<file path="src/rtl/sram_access_scheduler.sv">
// sram_access_scheduler
//   Time-shares one external 8-bit SRAM between video fetch (read only),
//   CPU (read/write) and host loader (write only). Every access runs
//   IDLE -> SETUP -> ACCESS (WAIT_STATES cycles) -> DONE -> IDLE.
//   Priority: video, then host if it has been passed over HOST_MAX times by
//   the CPU, then CPU, then host.
// Ports:
//   ck16, rst                      clock, async active-high reset
//   vid_req/addr/ack/rdata         video read channel
//   cpu_req/we/addr/wdata/ack/rdata CPU channel
//   host_req/addr/wdata/ack        host write channel
//   sram_addr/dout/doe/din/we_n    SRAM pins (all outputs registered)
//   busy                           scheduler not in IDLE
module sram_access_scheduler #(
  parameter int AW          = 21,
  parameter int WAIT_STATES = 2,
  parameter int HOST_MAX    = 4
) (
  input  logic          ck16,
  input  logic          rst,
  input  logic          vid_req,
  input  logic [AW-1:0] vid_addr,
  output logic          vid_ack,
  output logic [7:0]    vid_rdata,
  input  logic          cpu_req,
  input  logic          cpu_we,
  input  logic [AW-1:0] cpu_addr,
  input  logic [7:0]    cpu_wdata,
  output logic          cpu_ack,
  output logic [7:0]    cpu_rdata,
  input  logic          host_req,
  input  logic [AW-1:0] host_addr,
  input  logic [7:0]    host_wdata,
  output logic          host_ack,
  output logic [AW-1:0] sram_addr,
  output logic [7:0]    sram_dout,
  output logic          sram_doe,
  input  logic [7:0]    sram_din,
  output logic          sram_we_n,
  output logic          busy
);

  typedef enum logic [1:0] {S_IDLE, S_SETUP, S_ACCESS, S_DONE} state_t;
  typedef enum logic [1:0] {OWN_VID, OWN_CPU, OWN_HOST} owner_t;

  localparam logic [3:0] WS_LAST = 4'(WAIT_STATES - 1);
  localparam logic [3:0] HMAX    = 4'(HOST_MAX);

  state_t     state, state_nx;
  owner_t     owner, grant_owner;
  logic       grant;
  logic       last_access;
  logic       wr;
  logic [3:0] wait_cnt;
  logic [3:0] starve_cnt;

  always_comb begin
    state_nx    = state;
    grant       = 1'b0;
    grant_owner = OWN_VID;
    last_access = (wait_cnt == WS_LAST);
    unique case (state)
      S_IDLE: begin
        if (vid_req) begin
          grant       = 1'b1;
          grant_owner = OWN_VID;
        end else if (host_req && starve_cnt == HMAX) begin
          grant       = 1'b1;
          grant_owner = OWN_HOST;
        end else if (cpu_req) begin
          grant       = 1'b1;
          grant_owner = OWN_CPU;
        end else if (host_req) begin
          grant       = 1'b1;
          grant_owner = OWN_HOST;
        end
        if (grant) state_nx = S_SETUP;
      end
      S_SETUP:  state_nx = S_ACCESS;
      S_ACCESS: if (last_access) state_nx = S_DONE;
      S_DONE:   state_nx = S_IDLE;
    endcase
  end

  always_ff @(posedge ck16 or posedge rst) begin
    if (rst) state <= S_IDLE;
    else     state <= state_nx;
  end

  assign busy = (state != S_IDLE);

  always_ff @(posedge ck16 or posedge rst) begin
    if (rst) begin
      owner      <= OWN_VID;
      wr         <= 1'b0;
      wait_cnt   <= '0;
      starve_cnt <= '0;
      sram_addr  <= '0;
      sram_dout  <= '0;
      sram_doe   <= 1'b0;
      sram_we_n  <= 1'b1;
      vid_ack    <= 1'b0;
      cpu_ack    <= 1'b0;
      host_ack   <= 1'b0;
      vid_rdata  <= '0;
      cpu_rdata  <= '0;
    end else begin
      vid_ack  <= 1'b0;
      cpu_ack  <= 1'b0;
      host_ack <= 1'b0;
      unique case (state)
        S_IDLE: begin
          // Video grants leave the counter alone unless host has gone quiet.
          if (!host_req || (grant && grant_owner == OWN_HOST))
            starve_cnt <= '0;
          else if (grant && grant_owner == OWN_CPU && starve_cnt != HMAX)
            starve_cnt <= starve_cnt + 4'd1;
          if (grant) begin
            owner <= grant_owner;
            case (grant_owner)
              OWN_CPU: begin
                sram_addr <= cpu_addr;
                wr        <= cpu_we;
                sram_doe  <= cpu_we;
                if (cpu_we) sram_dout <= cpu_wdata;
              end
              OWN_HOST: begin
                sram_addr <= host_addr;
                wr        <= 1'b1;
                sram_doe  <= 1'b1;
                sram_dout <= host_wdata;
              end
              default: begin
                sram_addr <= vid_addr;
                wr        <= 1'b0;
                sram_doe  <= 1'b0;
              end
            endcase
          end
        end
        S_SETUP: begin
          wait_cnt <= '0;
          if (wr) sram_we_n <= 1'b0;
        end
        S_ACCESS: begin
          if (last_access) begin
            sram_we_n <= 1'b1;
            case (owner)
              OWN_CPU: begin
                cpu_ack <= 1'b1;
                if (!wr) cpu_rdata <= sram_din;
              end
              OWN_HOST: host_ack <= 1'b1;
              default: begin
                vid_ack   <= 1'b1;
                vid_rdata <= sram_din;
              end
            endcase
          end else begin
            wait_cnt <= wait_cnt + 4'd1;
          end
        end
        S_DONE: sram_doe <= 1'b0;
      endcase
    end
  end

endmodule

</file>
<file path="config.mk">
export PLATFORM = sky130hd
export DESIGN_NAME = sram_access_scheduler
export DESIGN_NICKNAME = d
export VERILOG_FILES = /design/src/rtl/sram_access_scheduler.sv
export SDC_FILE = /design/constraint.sdc
export NUM_CORES = 1
export LEC_CHECK = 0
export ABC_AREA = 1
export CAP_MARGIN = 20
export CORE_MARGIN = 2
export CORE_UTILIZATION = 46
export DETAILED_ROUTE_END_ITERATION = 10
export PLACE_DENSITY = 0.87
export SYNTH_ARGS = -nofsm -noshare
export SYNTH_HDL_FRONTEND = slang
export SYNTH_SLANG_ARGS = --single-unit
</file>
<file path="constraint.sdc">
create_clock -name ck16 -period 3.7 [get_ports ck16]
set_input_delay 0.74 -clock ck16 [delete_from_list [all_inputs] [get_ports ck16]]
set_output_delay 0.74 -clock ck16 [all_outputs]
set_load 0.01 [all_outputs]
</file>
==> flow_summary.yaml <==
floorplanning:
  pin_count: 144
  die_w_um: 88.52
  num_rows: 30
  initial_core_util: 0.4783
  core_um2: 6869
  die_area_um2: 7835
  die_h_um: 88.52
synthesis:
  yosys.area.top_type: "dfrtp_1"
  synthTopCellsByArea: "dfrtp_1, nand2_1, o211ai_1, ha_1, nand3_1"
  post-synth-top-area-fraction: 0.4722
  ys_seq_area_frac: 0.4802
  syn_nets: 532
  ys_types: 22
  syn_inst: 426
  yosysWarnings: 0
  synth-seq-cells: 63
  syn_area_um2: 3286
  syn_area_per_cell_um2: 7.713
route:
  first_iter_violations: 161
  drc_errors: 0
  vias: 3392
  avgViaCountPerCell: 5.055
  routed_wl_um: 9369
  ant_nets: 0
  dr.pass1.iters: 4
  wire_per_inst_um: 13.96
critical_path:
  worstReg2RegStart: "state[0]"
  crit_end: "busy"
  cp_max_fo: 7
  crit_path_start: "state[0]"
  cp.required_ns: 2.96
  r2r_end: "sram_addr[9]"
  crit_path_start_kind: "flop"
  worst-setup-path-type: "reg2out"
  r2r_cells: 10
  rrSetupSlack_ns: 1.31
  endpoint_kind: "primary output"
  arrival_ns: 1.83
layout:
  multiInputGateArea_um2: 1528
  drive_gt1_frac: 0.06609
  nets: 676
  utilization: 0.7424
  final_common_cell: "nand2_1"
  area_growth_pct: 55.22
  diodes: 0
  stdcell_count: 671
  n_fill_cell: 508
  ff_latch_area_um2: 1578
  final_cell_mix: "nand2_1, clkdlybuf4s50_1, dfrtp_1, nand3_1, o211ai_1"
  final_cell_area_um2: 5100
placed_design:
  gp_congestion: 0.8398
  post-place-ws_ns: 0.9418
  portBuffers: 143
  post-dp-hpwl_um: 7060
  dpl_cell_area_um2: 4811
  dpl.cell_count: 654
clock_network:
  h-tree-depth: 3
  cts_max_path_buffers: 2
  clk_pin_slew_ns: 0.07
  cts_tree: "built"
  cts_root_buffer: "clkbuf_8"
  clk-insertion-delay-late_ns: 0.34
  cts-buffers-inserted: 9
  post-cts-setup-buffers: 0
  cts_hold_buf: 0
  cts.sinks: 63
  cts_resized: 0
global_route:
  antenna_found_initial: 0
  grt_max_degree: 50
  grt-ovfl-total: 0
  grt_pass1_wl_um: 14760
  grt_pass1_vias: 3240
  grtUsageTotal: 0.2466
timing:
  min_period_ns: 2.568
  fmax_ghz: 0.3894
  maxSlewViolCount: 0
  setup_violations: 0
  fin_setup_tns_ns: 0
  worstMarginPinSlew_ns: 0.7136
  layout_setup_ws_ns: 1.132
  skew_ns: 0.01223
  finalCritPeriodShare: 0.6940
  slew_headroom: 0.5225
  whs_ns: 0.4800
  rsz0062_at_grt: "false"
  finalHoldViolCount: 0
power:
  ir_worst_vdd_mv: 0.3504
  p_leak_nw: 2.316
  p_per_area_nw_per_um2: 734.2
  power_mw: 3.744
status:
  status: "finished, final reports clean"
hold_path:
  hold_path_class: "reg2reg"
job:
  drv_cap: 0
[critical path, stage by stage (launching register included)]
cell and delay (ns):
dfrtp_1 0.40, inv_1 0.10, ha_1 0.30, inv_2 0.14
clkdlybuf4s50_1 0.55
[layer usage]
metal,track usage,share of wire,vias to the layer above
met5,0,0,-
li1,-,-,1671
met2,0.4258,0.51,145
met3,0.08489,0.089,20
met4,0.1006,0.022,0
met1,0.2795,0.38,1556
[Yosys cell counts, drive strengths merged]
cell type and instances:
inv 25, a21oi 6, o211ai 22, clkbuf 9, or2 1, nand3 33, o21ai 18, dfrtp 62
nand2 200, ha 13, o22ai 1, clkinv 2, dfstp 1, nor2 12, nand4 12, buf 9
[kinds of logic (layout without fill, tap and decap cells)]
logic type,Yosys count,in the layout,synth area share
AO/OA/AOI/OAI,47,47,0.09444
adder cells (fa/ha/maj),13,13,0.04951
buffers and inverters,45,194,0.05484
flip-flops,63,63,0.4802
AND/OR/NAND/NOR,258,258,0.3210
[flip-flops by register name, summed over array words and instances, names as in the netlist, 2 cells and up]
signal,count
cpu_rdata,8
owner,2
sram_addr,21
sram_dout,8
starve_cnt,4
state,2
vid_rdata,8
wait_cnt,4
[worst min-delay path by stage]
stage / start / endpoint / depth (start not counted)
after floorplan: sram_we_n / sram_we_n / 2
after global placement: vid_rdata[2] / vid_rdata[2] / 2
after detailed placement: sram_addr[7] / sram_addr[7] / 2
after CTS: sram_addr[7] / sram_addr[7] / 2
after global routing: sram_addr[0] / sram_addr[0] / 2
final: sram_addr[0] / sram_addr[0] / 2
[layout make-up]
| cell class | instances | area share |
|---|---|---|
| Multi-Input combinational cell | 318 | 0.2996 |
| Sequential cell | 63 | 0.3094 |
| Clock buffer | 9 | 0.02429 |
| Timing Repair Buffer | 151 | 0.2949 |
| Clock inverter | 7 | 0.02846 |
| Tap cell | 96 | 0.02355 |
| Inverter | 27 | 0.01987 |
[where the power goes]
part           leakage, nW  switching (mW)  internal [mW]  total [mW]
clock                0.130           0.286          0.518       0.804
combinational         1.40           0.894          0.834        1.73
sequential           0.787           0.207           1.01        1.21
Power figures use the tool's default switching activity.
